## src/rtl/ec_lab_pkg.sv

```systemverilog
// Shared types and helpers for the serial lab link (receiver now, transmitter later).
package ec_lab_pkg;

    typedef enum logic [2:0] {
        IDLE,
        DATA,
        PARITY,
        STOP,
        RESYNC
    } rx_state_t;

    localparam logic LINE_IDLE = 1'b1;

    // Zero padding up to 16 bits leaves the XOR reduction unchanged.
    function automatic logic parity_exp(input logic [15:0] data, input logic odd);
        return odd ? ~^data : ^data;
    endfunction

endpackage

```

## src/rtl/serial_parity_rx_if.sv

```systemverilog
// Serial-in / frame-out bundle of the parity receiver; master drives the line, slave is the receiver.
interface serial_parity_rx_if #(
    parameter int DATA_W = 8
);

    logic              sdata_in;
    logic              svalid_in;
    logic [DATA_W-1:0] data_out;
    logic              data_valid;
    logic              parity_err;
    logic              frame_err;
    logic              busy;

    modport master (
        output sdata_in, svalid_in,
        input  data_out, data_valid, parity_err, frame_err, busy
    );

    modport slave (
        input  sdata_in, svalid_in,
        output data_out, data_valid, parity_err, frame_err, busy
    );

endinterface

```

## src/rtl/parity_calc.sv

```systemverilog
// Expected parity of a data word (XNOR-reduce when PARITY_ODD, else XOR-reduce).
// Purely combinational, no handshake; shared by receiver and transmitter.
module parity_calc
    import ec_lab_pkg::*;
#(
    parameter int DATA_W     = 8,
    parameter int PARITY_ODD = 1
) (
    input  logic [DATA_W-1:0] data,
    output logic              p_exp
);

    assign p_exp = parity_exp(16'(data), PARITY_ODD != 0);

endmodule

```

## src/rtl/serial_parity_rx.sv

```systemverilog
// Bit-serial start/data/parity/stop receiver with parity and stop-bit checking.
// Result registered 1 clk after the stop bit; svalid_in=0 cycles freeze the receiver (no backpressure).
module serial_parity_rx
    import ec_lab_pkg::*;
#(
    parameter int DATA_W     = 8,
    parameter int PARITY_ODD = 1,
    parameter int MSB_FIRST  = 1
) (
    input  logic              clk,
    input  logic              rst,
    serial_parity_rx_if.slave bus
);

    localparam int CNT_W = $clog2(DATA_W + 1);

    rx_state_t         state_q, state_d;
    logic [DATA_W-1:0] shreg_q, shreg_d;
    logic [CNT_W-1:0]  cnt_q, cnt_d;
    logic              par_q, par_d;
    logic [DATA_W-1:0] data_out_q, data_out_d;
    logic              data_valid_q, data_valid_d;
    logic              parity_err_q, parity_err_d;
    logic              frame_err_q, frame_err_d;
    logic              busy_q, busy_d;
    logic              p_exp;

    parity_calc #(
        .DATA_W     (DATA_W),
        .PARITY_ODD (PARITY_ODD)
    ) u_parity_calc (
        .data  (shreg_q),
        .p_exp (p_exp)
    );

    always_comb begin
        state_d      = state_q;
        shreg_d      = shreg_q;
        cnt_d        = cnt_q;
        par_d        = par_q;
        data_out_d   = data_out_q;
        data_valid_d = 1'b0;
        parity_err_d = 1'b0;
        frame_err_d  = 1'b0;

        if (bus.svalid_in) begin
            case (state_q)
                IDLE: begin
                    if (bus.sdata_in != LINE_IDLE) begin
                        state_d = DATA;
                        cnt_d   = '0;
                    end
                end
                DATA: begin
                    if (MSB_FIRST != 0)
                        shreg_d = (shreg_q << 1) | DATA_W'(bus.sdata_in);
                    else
                        shreg_d = (shreg_q >> 1) | (DATA_W'(bus.sdata_in) << (DATA_W - 1));
                    cnt_d = cnt_q + CNT_W'(1);
                    if (cnt_q == CNT_W'(DATA_W - 1))
                        state_d = PARITY;
                end
                PARITY: begin
                    par_d   = bus.sdata_in;
                    state_d = STOP;
                end
                STOP: begin
                    // The frame is reported even when the stop bit is bad.
                    data_valid_d = 1'b1;
                    data_out_d   = shreg_q;
                    parity_err_d = (par_q != p_exp);
                    frame_err_d  = (bus.sdata_in != LINE_IDLE);
                    state_d      = (bus.sdata_in == LINE_IDLE) ? IDLE : RESYNC;
                end
                RESYNC: begin
                    if (bus.sdata_in == LINE_IDLE)
                        state_d = IDLE;
                end
                default: state_d = IDLE;
            endcase
        end

        busy_d = (state_d != IDLE);
    end

    always_ff @(posedge clk) begin
        if (rst) begin
            state_q      <= IDLE;
            shreg_q      <= '0;
            cnt_q        <= '0;
            par_q        <= 1'b0;
            data_out_q   <= '0;
            data_valid_q <= 1'b0;
            parity_err_q <= 1'b0;
            frame_err_q  <= 1'b0;
            busy_q       <= 1'b0;
        end else begin
            state_q      <= state_d;
            shreg_q      <= shreg_d;
            cnt_q        <= cnt_d;
            par_q        <= par_d;
            data_out_q   <= data_out_d;
            data_valid_q <= data_valid_d;
            parity_err_q <= parity_err_d;
            frame_err_q  <= frame_err_d;
            busy_q       <= busy_d;
        end
    end

    assign bus.data_out   = data_out_q;
    assign bus.data_valid = data_valid_q;
    assign bus.parity_err = parity_err_q;
    assign bus.frame_err  = frame_err_q;
    assign bus.busy       = busy_q;

endmodule

```

## src/flat_wrapper.sv

```systemverilog
// flat-port wrapper written by rule: the top's interface ports become plain ports
module serial_parity_rx_flat import ec_lab_pkg::*;
#(
    parameter int DATA_W     = 8,
    parameter int PARITY_ODD = 1,
    parameter int MSB_FIRST  = 1
)
  (clk, rst, bus_sdata_in, bus_svalid_in, bus_data_out, bus_data_valid, bus_parity_err, bus_frame_err, bus_busy);
  serial_parity_rx_if #(.DATA_W(DATA_W)) bus_i ();
  input  logic clk;
  input  logic rst;
  input wire logic [$bits(bus_i.sdata_in)-1:0] bus_sdata_in;
  input wire logic [$bits(bus_i.svalid_in)-1:0] bus_svalid_in;
  output wire logic [$bits(bus_i.data_out)-1:0] bus_data_out;
  output wire logic [$bits(bus_i.data_valid)-1:0] bus_data_valid;
  output wire logic [$bits(bus_i.parity_err)-1:0] bus_parity_err;
  output wire logic [$bits(bus_i.frame_err)-1:0] bus_frame_err;
  output wire logic [$bits(bus_i.busy)-1:0] bus_busy;
  assign bus_i.sdata_in = bus_sdata_in;
  assign bus_i.svalid_in = bus_svalid_in;
  assign bus_data_out = bus_i.data_out;
  assign bus_data_valid = bus_i.data_valid;
  assign bus_parity_err = bus_i.parity_err;
  assign bus_frame_err = bus_i.frame_err;
  assign bus_busy = bus_i.busy;
  serial_parity_rx #(.DATA_W(DATA_W), .PARITY_ODD(PARITY_ODD), .MSB_FIRST(MSB_FIRST)) u_core (.clk(clk), .rst(rst), .bus(bus_i));
endmodule
```

## config.mk

```make
export PLATFORM = sky130hd
export DESIGN_NAME = serial_parity_rx_flat
export DESIGN_NICKNAME = d
export VERILOG_FILES = /design/src/rtl/ec_lab_pkg.sv /design/src/rtl/serial_parity_rx_if.sv /design/src/rtl/parity_calc.sv /design/src/rtl/serial_parity_rx.sv /design/src/flat_wrapper.sv
export SDC_FILE = /design/constraint.sdc
export NUM_CORES = 1
export LEC_CHECK = 0
export ABC_AREA = 1
export BUFFER_PORTS_ARGS = -buffer_cell sky130_fd_sc_hd__buf_2
export CORE_MARGIN = 4
export CORE_UTILIZATION = 45
export DETAILED_ROUTE_END_ITERATION = 10
export PLACE_DENSITY = 0.65
export RECOVER_POWER = 25
export REMOVE_ABC_BUFFERS = 1
export SYNTH_ARGS = -nofsm -noshare
export SYNTH_HDL_FRONTEND = slang
export SYNTH_SLANG_ARGS = --single-unit
```

## constraint.sdc

```tcl
create_clock -name clk -period 1.3 [get_ports clk]
set_input_delay 0.26 -clock clk [delete_from_list [all_inputs] [get_ports clk]]
set_output_delay 0.26 -clock clk [all_outputs]
set_load 0.01 [all_outputs]
```

==> results.toml, run 1 <==
[timing]
worst-slew-pin-transition_ps = 243.7
timing.hold.ws_ps = 98.37
maxSlewViolCount = 0
rsz0062_at_grt = "no"
fin_setup_tns_ps = 0
layout_min_cycle_time_ps = 1203
fmax_ghz = 0.8313
min_period_over_period_pct = 92.54
hold_viol = 0
fin_skew_ps = 1.689
setup_violations = 0
max_slew_margin_pct = 83.68

[floorplanning]
chipWidth_um = 61.41
core_um2 = 2734
row_count = 19
initial_core_util_pct = 46.96
die_h_um = 61.41
top_level_ports = 16
die-area_um2 = 3771

[setup_path]
cp_data_required_time_ps = 1540
crit_fanout = 5
r2r.worst_path.cells = 8
worstPathArrival_ps = 1440
start_kind = "flop"
end_kind = "flop"
crit_type = "reg -> reg"
r2r_slack_ps = 100
r2r-start = "u_core.state_q[1]"
reg2reg_to = "u_core.cnt_q[2]"

[worst_hold_path]
min_path_type = "in -> reg"
whs_endpoint = "u_core.bus.frame_err"
holdPathStages = 2
hp-start = "bus_sdata_in"

[run_status]
status = "completed"

[placed_design]
place_congestion = 0.9092
hpwl_mm = 2.080
post_dp_cell_area_um2 = 1416
port_buffers = 15

[clock_network]
clkTransAtPathRegs_ps = 140
cts_tree = "built"
ctsHoldBuffers = 0
root_buffer = "clkbuf_4"
cts_buffers = 3
clock_sinks = 28
cts_buffer_depth = 2
h-tree-depth = 1
insertion_delay_ps = 320

[final_layout]
design_area_um2 = 1466
syn_to_final_growth_pct = 14.23
nets = 204
fin_util_pct = 53.64
num_antenna_cells = 0
drive_above_1_share_pct = 19.70

[grt]
grt_max_degree = 18
grt_antenna_before_repair = 0
grt_pass1_wl_mm = 4.491
grt_usage_pct = 15.98
grt_pass1_vias = 1059
overflow = 0

[drt]
routed_via_density = 4.948
first_pass_iters = 4
ant_nets = 0
drtIter0Drc = 45
wl_per_cell_um = 11.69
num_vias = 1133
post-route-drc-count = 0
routed_wl_mm = 2.678

[logic_synthesis]
yosysSeqAreaShare_pct = 43.66
syn_area_per_cell_um2 = 7.294
syn_inst = 176
synth_common_cells = "nand2_1 (41), dfxtp_1 (28), inv_1 (22)"
synth-seq-cells = 28
synth_top_area_share_pct = 43.66
syn_area_um2 = 1284
synthTopCellsByArea = "dfxtp_1 (44%), nand2_1 (12%), inv_1 (6.4%), a21oi_1 (6.2%), o21ai_0 (6.2%)"
ys_types = 24
ys_warn_count = 0
yosysMostFrequentCell = "nand2_1"
synth_top_area_cell = "dfxtp_1"
synth_edf_count = 0
synthArstFlopShare_pct = 0
synth_ff_type = "dfxtp_1"

[pwr]
pwr_density_cell_nw_per_um2 = 1017
p_leak_nw = 0.7135
finalPower_mw = 1.492
peakVddDrop_mv = 0.6726

[run]
cap_violations = 0
[per-stage QoR]
stage | setup WS, ps | instances
4_1_cts | 36.07 | 227
5_1_grt | 2.294 | 229
3_3_place_gp | 124.1 | 223
6_report | 97.04 | 229
2_1_floorplan | 30.33 | 172
3_5_place_dp | 75.17 | 223
[critical path, stage by stage (launching register included)]
cell     delay (ps)
dfxtp_1         390
inv_1           120
nand3_2         120
nor2_4          150
inv_2            80
nand2_4          80
nand3_1          80
nand2_1          70
nor2_1           40
[worst max path at each step]
stage / to / slack (ps) / from
after floorplan: u_core.cnt_q[2] / 30 / u_core.state_q[2]
after global placement: u_core.bus.busy / 120 / u_core.cnt_q[0]
after detailed placement: u_core.bus.data_out[5] / 80 / u_core.state_q[2]
after CTS: u_core.bus.data_out[5] / 40 / u_core.state_q[2]
after global routing: u_core.bus.busy / 2 / u_core.cnt_q[0]
final: u_core.cnt_q[2] / 100 / u_core.state_q[1]
[state kept, by name, indices dropped and copies added (netlist names)]
name / count
u_core.state_q: 3
u_core.bus.parity_err: 1
u_core.cnt_q: 4
u_core.bus.busy: 1
u_core.par_q: 1
u_core.bus.data_out: 8
u_core.shreg_q: 8
u_core.bus.frame_err: 1
u_core.bus.data_valid: 1
[placed cells by master, fill, tap and decap left out, drive strengths merged]
cell and count:
nand2 43, buf 16, nand4 1, clkbuf 10, nand3 10, xnor2 1
and3 1, inv 25, o211ai 1, a21oi 19, nand3b 1, ha 1
dfxtp 28, nor3 1, nor2 20, o21ai 20
[where the power goes]
| group | total, mW | switching [mW] | leakage, nW | internal [mW] |
|---|---|---|---|---|
| Clock | 0.416 | 0.245 | 0.0210 | 0.171 |
| Sequential | 0.898 | 0.0191 | 0.228 | 0.878 |
| Combinational | 0.178 | 0.112 | 0.464 | 0.0661 |
[cell families (layout without fill, tap and decap cells)]
family | Yosys count | count (layout) | synth area share, %
compound gates | 40 | 40 | 16.96
xor+xnor | 1 | 1 | 0.6824
fa+ha+maj | 1 | 1 | 0.9745
buf+inv | 29 | 51 | 9.746
flops | 28 | 28 | 43.66
simple gates | 77 | 77 | 27.97
[layer usage]
metal | track usage [%] | part of all wire, % | up-vias
li1 | - | - | 601
met1 | 20.36 | 45 | 508
met2 | 27.49 | 50 | 18
met3 | 3.145 | 3.8 | 6
met4 | 4.545 | 1.5 | 0
met5 | 0 | 0 | -
[layout make-up]
type / count / area [um2]
timing repair buffer: 22 / 132.6
sequential: 28 / 564.3
fill: 268 / 1267
clock buffer: 4 / 36.28
tap: 31 / 38.79
multi-input combinational: 119 / 600.6
inverter: 25 / 93.84
[what timing repair did]
item | CTS | global route
setup buffers | 0 | 2
resized for setup | 0 | 6
setup endpoints to repair | 0 | 9
(Power assumes the default switching activity.)
==> run 2: changes to the inputs <==
==> constraint.sdc (replaced) <==
create_clock -name clk -period 1.5 [get_ports clk]
set_input_delay 0.3 -clock clk [delete_from_list [all_inputs] [get_ports clk]]
set_output_delay 0.3 -clock clk [all_outputs]
set_load 0.01 [all_outputs]
==> run 2 against run 1 <==
Combinational power fell by 19%; die area did not move; clock skew rose by 2.1 ps; cell area fell by 5.0%; first-iteration DRC count rose by 11%; critical endpoint is now u_core.bus.parity_err; critical path depth fell by 1; final cell count fell by 2.6%; count of clock-buffer cells in the layout fell by 1; utilization fell by 2.7 points; flip-flop and latch count did not move.
==> results.toml, run 2 (same netlist as run 1, synthesis figures left out) <==
[pwr]
switchingPower_mw = 0.3055
combPwrFrac_pct = 11.9
peakVddDrop_mv = 0.7640
internal-power_mw = 0.9052
pwr_density_cell_nw_per_um2 = 869.4
clkPwrFrac_pct = 23.9
pwr-share-seq_pct = 64.2
finalPower_mw = 1.211
p_leak_nw = 0.6664
switching_share_pct = 25.24

[grt]
grt_max_degree = 18
grt_antenna_before_repair = 0
grt_usage_pct = 14.54
grt_pass1_wl_mm = 4.050
grt_pass1_vias = 975
overflow = 0

[placed_design]
port_buffers = 15
place_congestion = 0.9097
hpwl_mm = 1.840

[setup_path]
cp_data_required_time_ps = 1770
end_kind = "flop"
worstPathArrival_ps = 1570
slowest_delay_ps = 330
crit_top_cell = "nor2_4"
path_cells = "inv_1 > nand3_2 > nor2_4 > inv_2 > nor2_4 > nand2_1 > nor2_1"
crit_family = "simple AND/OR/NAND/NOR gates"
cp_slowest_cell = "dfxtp_1"
r2r_slack_ps = 200
start_kind = "flop"
crit_type = "reg -> reg"
crit_fanout = 16
crit_buf_inv = 2

[run]
cap_violations = 0

[final_layout]
num_antenna_cells = 0
final_common_cell = "nand2_1"
final_cell_mix = "nand2_1 (41), dfxtp_1 (28), inv_1 (22)"
fillCellCount = 278
syn_to_final_growth_pct = 8.480
nets = 199
drive_above_1_share_pct = 13.02

[drt]
routed_wl_mm = 2.396
first_pass_iters = 4
num_vias = 1113
wl_per_cell_um = 10.74
routed_via_density = 4.991
post-route-drc-count = 0
drtIter0Drc = 50
ant_nets = 0

[clock_network]
cts_tree = "built"
clock_sinks = 28
post_cts_buffers = 0
cts_buffer_depth = 2
clkTransAtPathRegs_ps = 130
ctsHoldBuffers = 0
ctsResizeCount = 0
insertion_delay_ps = 310
h-tree-depth = 1
root_buffer = "clkbuf_4"
cts_buffers = 3

[timing]
fin_skew_ps = 3.749
rsz0062_at_grt = "no"
hold_viol = 0
min_period_over_period_pct = 86.91
fin_setup_tns_ps = 0
worst-slew-pin-transition_ps = 378.6
fmax_ghz = 0.7671
setup_violations = 0
maxSlewViolCount = 0
layout_min_cycle_time_ps = 1304
max_slew_margin_pct = 74.70

[floorplanning]
core_um2 = 2734
die-area_um2 = 3771
die_h_um = 61.41
row_count = 19
top_level_ports = 16
initial_core_util_pct = 46.96
chipWidth_um = 61.41

[run_status]
status = "completed"

[worst_hold_path]
min_path_type = "in -> reg"
-- run 2: cell count changes in the layout (fill, tap and decap cells not counted), sizes merged --
cell,before,now
buf,16,8
clkbuf,10,12
-- run 2: worst reg2reg max path: stages, from the launching register on --
cell	delay, ps
dfxtp_1	330
inv_1	150
nand3_2	120
nor2_4	320
inv_2	120
nor2_4	100
nand2_1	50
nor2_1	70
-- run 2: path summary, 6_finish.rpt --
| path | startpoint | end | cells after the start |
|---|---|---|---|
| max | u_core.state_q[2] | u_core.bus.parity_err | 7 |
| max reg2reg | u_core.state_q[2] | u_core.bus.parity_err | 7 |
| min reg2reg | u_core.cnt_q[0] | u_core.cnt_q[0] | 1 |
| min | bus_sdata_in | u_core.bus.frame_err | 2 |
-- run 2: per-layer routing --
layer  up-vias  wire [um]  global-route usage (%)
met5         -          0                       0
met4         0         20                   3.636
met3         4        125                   5.031
met2        22       1106                   23.41
met1       493       1144                   18.74
li1        594          -                       -
-- run 2: power by group through the flow --
stage	Combinational (mW)	Sequential (mW)	Clock, mW
6_report	0.145	0.777	0.289
2_1_floorplan	0.108	0.791	0
5_1_grt	0.166	0.781	0.335
3_5_place_dp	0.146	0.793	0
3_3_place_gp	0.141	0.792	0
4_1_cts	0.146	0.777	0.305
-- run 2: final cells by class --
| type | instances | area, um2 | share of cell area [%] |
|---|---|---|---|
| Multi-Input combinational cell | 119 | 598.1 | 42.95 |
| Sequential cell | 28 | 560.5 | 40.25 |
| Inverter | 25 | 93.84 | 6.739 |
| Timing Repair Buffer | 17 | 78.83 | 5.660 |
| Tap cell | 31 | 38.79 | 2.785 |
| Clock buffer | 3 | 22.52 | 1.617 |
-- run 2: through the flow --
stage / instances / hold slack (ps) / area, um2 / util, % / setup WS [ps]
floorplan: 172 / 362.4 / 1252 / - / 230.3
global placement: 220 / 473.9 / 1381 / 50.53 / 254.0
detailed placement: 220 / 487.8 / 1381 / 50.53 / 222.9
CTS: 223 / 155.9 / 1404 / 51.35 / 196.5
global route: 223 / 156.3 / 1393 / 50.94 / 55.38
finish: 223 / 165.8 / 1393 / 50.94 / 196.4
